### src/rtl/sync_fifo_pkg.sv
// Shared definitions for the UART datapath FIFO: default geometry and the
// per-cycle operation encoding used by the occupancy logic.
package sync_fifo_pkg;

  localparam int DEF_DATA_WIDTH = 8;
  localparam int DEF_FIFO_DEPTH = 16;

  // Encoded as {push_accepted, pop_accepted}
  typedef enum logic [1:0] {
    OP_IDLE = 2'b00,
    OP_POP  = 2'b01,
    OP_PUSH = 2'b10,
    OP_BOTH = 2'b11
  } fifo_op_e;

endpackage

### src/rtl/sync_fifo_ctrl_fifo_ram.sv
// Simple dual-port storage array: one synchronous write port and one
// synchronous read port whose output register is the FIFO's DATA_OUT.
module fifo_ram #(
  parameter int DATA_WIDTH = 8,
  parameter int DEPTH      = 16,
  parameter int AW         = 4
) (
  input  logic                  clk,
  input  logic                  rst_n,
  input  logic                  we,
  input  logic [AW-1:0]         waddr,
  input  logic [DATA_WIDTH-1:0] wdata,
  input  logic                  re,
  input  logic [AW-1:0]         raddr,
  output logic [DATA_WIDTH-1:0] rdata
);

  logic [DATA_WIDTH-1:0] mem [DEPTH];
  logic [DATA_WIDTH-1:0] rdata_q;

  // Storage itself is never reset; only the output register is
  always_ff @(posedge clk) begin
    if (we) begin
      mem[waddr] <= wdata;
    end
  end

  always_ff @(posedge clk or negedge rst_n) begin
    if (!rst_n) begin
      rdata_q <= '0;
    end else if (re) begin
      rdata_q <= mem[raddr];
    end
  end

  assign rdata = rdata_q;

endmodule

### src/rtl/sync_fifo_ctrl.sv
// Synchronous FIFO controller: pointers, occupancy count, registered status
// flags and sticky error flags around a fifo_ram storage array.
module sync_fifo_ctrl
  import sync_fifo_pkg::*;
#(
  parameter int  DATA_WIDTH = DEF_DATA_WIDTH,
  parameter int  FIFO_DEPTH = DEF_FIFO_DEPTH,
  parameter int  AF_THRESH  = FIFO_DEPTH - 2,
  parameter int  AE_THRESH  = 1,
  localparam int CW         = $clog2(FIFO_DEPTH + 1),
  localparam int AW         = (FIFO_DEPTH > 2) ? $clog2(FIFO_DEPTH) : 1
) (
  input  logic                  clk,
  input  logic                  rst_n,
  input  logic                  wr_en,
  input  logic [DATA_WIDTH-1:0] data_in,
  input  logic                  rd_en,
  input  logic                  flush,
  input  logic                  clr_err,
  output logic [DATA_WIDTH-1:0] data_out,
  output logic                  rd_valid,
  output logic [CW-1:0]         count,
  output logic                  full,
  output logic                  empty,
  output logic                  almost_full,
  output logic                  almost_empty,
  output logic                  overflow,
  output logic                  underflow
);

  localparam logic [AW-1:0] LAST_PTR = AW'(FIFO_DEPTH - 1);
  localparam logic [CW-1:0] DEPTH_C  = CW'(FIFO_DEPTH);
  localparam logic [CW-1:0] AF_C     = CW'(AF_THRESH);
  localparam logic [CW-1:0] AE_C     = CW'(AE_THRESH);

  logic [AW-1:0] wr_ptr_q, wr_ptr_d;
  logic [AW-1:0] rd_ptr_q, rd_ptr_d;
  logic [CW-1:0] count_q, count_d;
  logic          full_q, full_d;
  logic          empty_q, empty_d;
  logic          af_q, af_d;
  logic          ae_q, ae_d;
  logic          rd_valid_q, rd_valid_d;
  logic          ovf_q, ovf_d;
  logic          udf_q, udf_d;
  logic          push_ok, pop_ok;
  fifo_op_e      op;

  always_comb begin
    push_ok    = wr_en && !full_q && !flush;
    pop_ok     = rd_en && !empty_q && !flush;
    op         = fifo_op_e'({push_ok, pop_ok});
    wr_ptr_d   = wr_ptr_q;
    rd_ptr_d   = rd_ptr_q;
    count_d    = count_q;
    rd_valid_d = pop_ok;

    if (push_ok) begin
      wr_ptr_d = (wr_ptr_q == LAST_PTR) ? '0 : wr_ptr_q + 1'b1;
    end
    if (pop_ok) begin
      rd_ptr_d = (rd_ptr_q == LAST_PTR) ? '0 : rd_ptr_q + 1'b1;
    end

    case (op)
      OP_PUSH: count_d = count_q + 1'b1;
      OP_POP:  count_d = count_q - 1'b1;
      default: count_d = count_q;
    endcase

    if (flush) begin
      wr_ptr_d = '0;
      rd_ptr_d = '0;
      count_d  = '0;
    end

    // Flags follow the next count so they land on the same edge as COUNT
    full_d  = (count_d == DEPTH_C);
    empty_d = (count_d == '0);
    af_d    = (count_d >= AF_C);
    ae_d    = (count_d <= AE_C);

    // A fresh error in the same cycle as CLR_ERR keeps the flag set
    ovf_d = (ovf_q && !clr_err) || (wr_en && full_q && !flush);
    udf_d = (udf_q && !clr_err) || (rd_en && empty_q && !flush);
  end

  always_ff @(posedge clk or negedge rst_n) begin
    if (!rst_n) begin
      wr_ptr_q   <= '0;
      rd_ptr_q   <= '0;
      count_q    <= '0;
      full_q     <= 1'b0;
      empty_q    <= 1'b1;
      af_q       <= 1'b0;
      ae_q       <= 1'b1;
      rd_valid_q <= 1'b0;
      ovf_q      <= 1'b0;
      udf_q      <= 1'b0;
    end else begin
      wr_ptr_q   <= wr_ptr_d;
      rd_ptr_q   <= rd_ptr_d;
      count_q    <= count_d;
      full_q     <= full_d;
      empty_q    <= empty_d;
      af_q       <= af_d;
      ae_q       <= ae_d;
      rd_valid_q <= rd_valid_d;
      ovf_q      <= ovf_d;
      udf_q      <= udf_d;
    end
  end

  fifo_ram #(
    .DATA_WIDTH (DATA_WIDTH),
    .DEPTH      (FIFO_DEPTH),
    .AW         (AW)
  ) u_ram (
    .clk   (clk),
    .rst_n (rst_n),
    .we    (push_ok),
    .waddr (wr_ptr_q),
    .wdata (data_in),
    .re    (pop_ok),
    .raddr (rd_ptr_q),
    .rdata (data_out)
  );

  assign rd_valid     = rd_valid_q;
  assign count        = count_q;
  assign full         = full_q;
  assign empty        = empty_q;
  assign almost_full  = af_q;
  assign almost_empty = ae_q;
  assign overflow     = ovf_q;
  assign underflow    = udf_q;

endmodule
### config.mk
export PLATFORM = sky130hd
export DESIGN_NAME = sync_fifo_ctrl
export DESIGN_NICKNAME = d
export VERILOG_FILES = /design/src/rtl/sync_fifo_pkg.sv /design/src/rtl/sync_fifo_ctrl_fifo_ram.sv /design/src/rtl/sync_fifo_ctrl.sv
export SDC_FILE = /design/constraint.sdc
export NUM_CORES = 1
export LEC_CHECK = 0
export ABC_AREA = 1
export CAP_MARGIN = 20
export CELL_PAD_IN_SITES_DETAIL_PLACEMENT = 0
export CELL_PAD_IN_SITES_GLOBAL_PLACEMENT = 1
export CORE_AREA = 2 2 107 135
export CTS_CLUSTER_DIAMETER = 150
export CTS_CLUSTER_SIZE = 25
export DETAILED_ROUTE_END_ITERATION = 8
export DIE_AREA = 0 0 109 137
export PLACE_DENSITY = 0.84
export SLEW_MARGIN = 5
export SYNTH_ARGS = -nofsm -noshare
export SYNTH_HDL_FRONTEND = slang
export SYNTH_SLANG_ARGS = --single-unit
### constraint.sdc
create_clock -name clk -period 2.7 [get_ports clk]
set_clock_uncertainty 0.05 [all_clocks]
set_input_delay 0.81 -clock clk [delete_from_list [all_inputs] [get_ports clk]]
set_output_delay 0.81 -clock clk [all_outputs]
set_load 0.005 [all_outputs]
==> flow_metrics.py <==
metrics = {
    "placement": {
        "gpl.final_weighted_congestion": 0.825,
        "placement.io_buffers": 33,
        "hpwl_um": 9370,
        "placement.setup.worst_slack_ns": -0.244,
    },
    "clock_tree": {
        "post_cts_resize_count": 0,
        "tritoncts.num_buffers": 17,
        "root_buffer": "clkbuf_16",
        "tritoncts_num_sinks": 156,
        "clock_tree.buffer_depth": 2,
        "cts-htree-levels": 4,
        "cts-hold-fix-buffers": 0,
        "clk_latency_ns": 0.42,
        "worst_setup_hold_path_clk_slew_ns": 0.06,
        "tritoncts": "done",
        "cts_setup_buffers": 0,
    },
    "yosys": {
        "synth.most_common_cell": "edfxtp_1",
        "synth_top_area_cell": "edfxtp_1",
        "syn-num-nets": 571,
        "ys.flop_type": "edfxtp_1",
        "yosys-top-cells-area": "edfxtp_1 59%, dfrtp_1 10%, o21ai_0 6.8%",
        "post-synth-top-area-fraction_pct": 59.3,
        "yosysWarningCount": 0,
        "async_flop_share_pct": 17.9,
        "synth-edff-count": 128,
        "synth_commonest_cells": "128 x edfxtp_1, 88 x o21ai_0, 85 x nor2_1, 53 x nand2_1, 39 x o22ai_1",
        "synthesized_instance_count": 550,
        "synth.ff_latch_count": 156,
        "syn_area_um2": 6480,
        "synth-seq-area-share_pct": 70.2,
        "synth_area_per_cell_um2": 11.8,
        "synth_cell_types": 35,
    },
    "sta": {
        "maxClockFrequency_mhz": 398,
        "grt_setup_unrepaired": "false",
        "final_hold_viol_count": 0,
        "tightest_slew_ns": 0.606,
        "setup_viol": 0,
        "final-max-slew-violation-count": 0,
        "final_worst_setup_slack_ns": 0.185,
        "final_period_minus_worst_setup_slack_ns": 2.52,
        "relSlewSlack_pct": 59.5,
        "period_share_pct": 93.1,
        "fin_worst_hold_slack_ns": 0.430,
    },
    "detailed_routing": {
        "wl_per_cell_um": 17.9,
        "first_iter_violations": 335,
        "drt-vias-per-instance": 5.50,
        "drt_wl_total_um": 14300,
        "final_antenna_net_count": 0,
        "drt_drc_violations_left": 0,
        "detailroute.via_count": 4388,
        "detailedRoute.firstPassIterationCount": 4,
    },
    "worst_setup_path": {
        "timing.critical_path.mode_cell": "nand2_1",
        "worstPathMaxFanout": 4,
        "crit_path_max_incr_delay_ns": 0.48,
        "worst_setup_path_start_kind": "input pin",
        "cp_top_family": "simple AND/OR/NAND/NOR gates",
        "crit_slowest_cell": "clkdlybuf4s50_1",
        "crit_path_cell_trace": "clkdlybuf4s50_1 > inv_1 > nor2_4 > nand3_2 > nand2_1 > nand2_1 > ha_1 > a21oi_1 > xor2_2 > nand2_1 > nand2_2 > inv_2 > or2_0 > nor2_1",
        "timing.setup.critical_path_class": "input pin to flop",
        "worst_ep_required_time_ns": 3.00,
        "critical_path.endpoint_type": "flop",
        "arrival_ns": 2.82,
        "cp_buf_inv_count": 3,
    },
    "finish": {
        "area_growth_pct": 19.5,
        "antennaDiodeCount": 0,
        "fin_nets": 633,
        "layout.core_utilization_pct": 56.8,
        "drive_above_1_share_pct": 13.3,
        "n_fill_cell": 1084,
    },
    "global_route": {
        "grt_first_pass_wirelength_um": 22300,
        "grt_antenna_before_repair": 0,
        "gr-usage-all-layers_pct": 20.5,
        "gr-total-overflow": 0,
        "grt_start_max_net_pins": 36,
        "number_of_global_route_vias_before_repair": 4305,
    },
    "floorplanning": {
        "die-area_um2": 14900,
        "top_level_ports": 34,
        "chipWidth_um": 109,
        "initial_core_util_pct": 47.5,
        "fp.coreArea_um2": 13600,
        "placementRows": 48,
        "die_y_um": 137,
    },
    "power_and_ir_drop": {
        "power-per-cell-area_nw_per_um2": 818,
        "power_leakage_uw": 0.00283,
        "power.share.sequential_pct": 45.1,
        "combPwrFrac_pct": 19.6,
        "p_sw_share_pct": 27.1,
        "vdd_ir_drop_max_mv": 0.557,
        "sw_power_uw": 1710,
        "cell_internal_pwr_uw": 4610,
        "power_uw": 6330,
        "power.share.clock_pct": 35.3,
    },
    "worst_hold_path": {
        "holdCritPathClass": "flop to flop",
    },
    "job": {
        "max_cap_viol_count": 0,
    },
    "run_status": {
        "status": "completed",
    },
}
metal layers:
layer  vias to the layer above  GRT usage, %  part of all wire (%)
met1                      2141          25.3                    41
met4                         0          9.54                   3.1
li1                       2091             -                     -
met5                         -             0                     0
met2                       131          34.1                    51
met3                        25          4.43                   5.1
worst reg2reg max path, stage by stage (launching register included):
cell and delay (ns):
dfrtp_2 0.52, buf_4 0.37, o21ai_0 0.17, o22ai_1 0.25, o21ai_0 0.12, o22ai_1 0.36
nand2_1 0.10, nand2_1 0.07
cell usage in the layout (no fill, tap or decap), types with 7 or more instances in the layout:
master	n
nand2_1	53
nand3_1	15
edfxtp_1	128
o21ai_0	88
clkdlybuf4s50_1	33
nor2_1	85
ha_1	7
clkbuf_16	17
o22ai_1	39
buf_4	39
a21oi_1	9
nor3_1	14
inv_1	27
dfrtp_1	25
path summary, 6_finish.rpt:
| path | start | endpoint | slack, ns | cells after the start |
|---|---|---|---|---|
| min in group asynchronous | rst_n | full$_DFF_PN0_ | 0.73 | 2 |
| max in group asynchronous | rst_n | empty$_DFF_PN1_ | 1.57 | 2 |
| max reg2reg | rd_ptr_q[0]$_DFFE_PN0P_ | u_ram.rdata[4]$_DFFE_PN0P_ | 0.63 | 7 |
| max | rd_en | almost_empty$_DFF_PN1_ | 0.18 | 14 |
| min reg2reg | u_ram.rdata[2]$_DFFE_PN0P_ | u_ram.rdata[2]$_DFFE_PN0P_ | 0.43 | 2 |
| min | u_ram.rdata[2]$_DFFE_PN0P_ | u_ram.rdata[2]$_DFFE_PN0P_ | 0.43 | 2 |
layout make-up:
cell class	instances	area (µm²)	share of cell area, %
clock buffers	19	433	5.59
clock inverters	11	121	1.57
inverters	32	120	1.55
multi-input cells	333	1680	21.6
flip-flops and latches	156	4550	58.8
well taps	175	219	2.83
repair buffers	72	623	8.05
per-stage QoR:
stage | TNS (ns) | std cells | area [µm²]
after floorplan | 0 | 550 | 6480
after global placement | -0.728 | 768 | 7190
after detailed placement | -0.909 | 768 | 7190
after CTS | 0 | 798 | 7740
after global routing | 0 | 798 | 7740
final | 0 | 798 | 7740
state kept, by name, summed over array words and instances, names as in the netlist:
signal        count
u_ram.mem       128
u_ram.rdata       8
count             5
rd_ptr_q          4
wr_ptr_q          4
almost_empty      1
almost_full       1
empty             1
full              1
overflow          1
rd_valid          1
underflow         1
power groups by stage:
stage	registers, µW	logic (µW)	clock network, µW
2_1_floorplan	2880	695	0
3_3_place_gp	2890	1210	0
3_5_place_dp	2900	1240	0
4_1_cts	2850	1250	2270
5_1_grt	2860	1370	2360
6_report	2850	1240	2240
cells by family after synthesis:
family	Yosys count	synth area share, %
compound gates	142	11.8
simple gates	179	11.9
xor+xnor	3	0.522
flops	156	70.2
fa+ha+maj	7	1.35
buf+inv	61	3.96
mux	2	0.309
No activity file was read; power rests on OpenSTA's default activity.
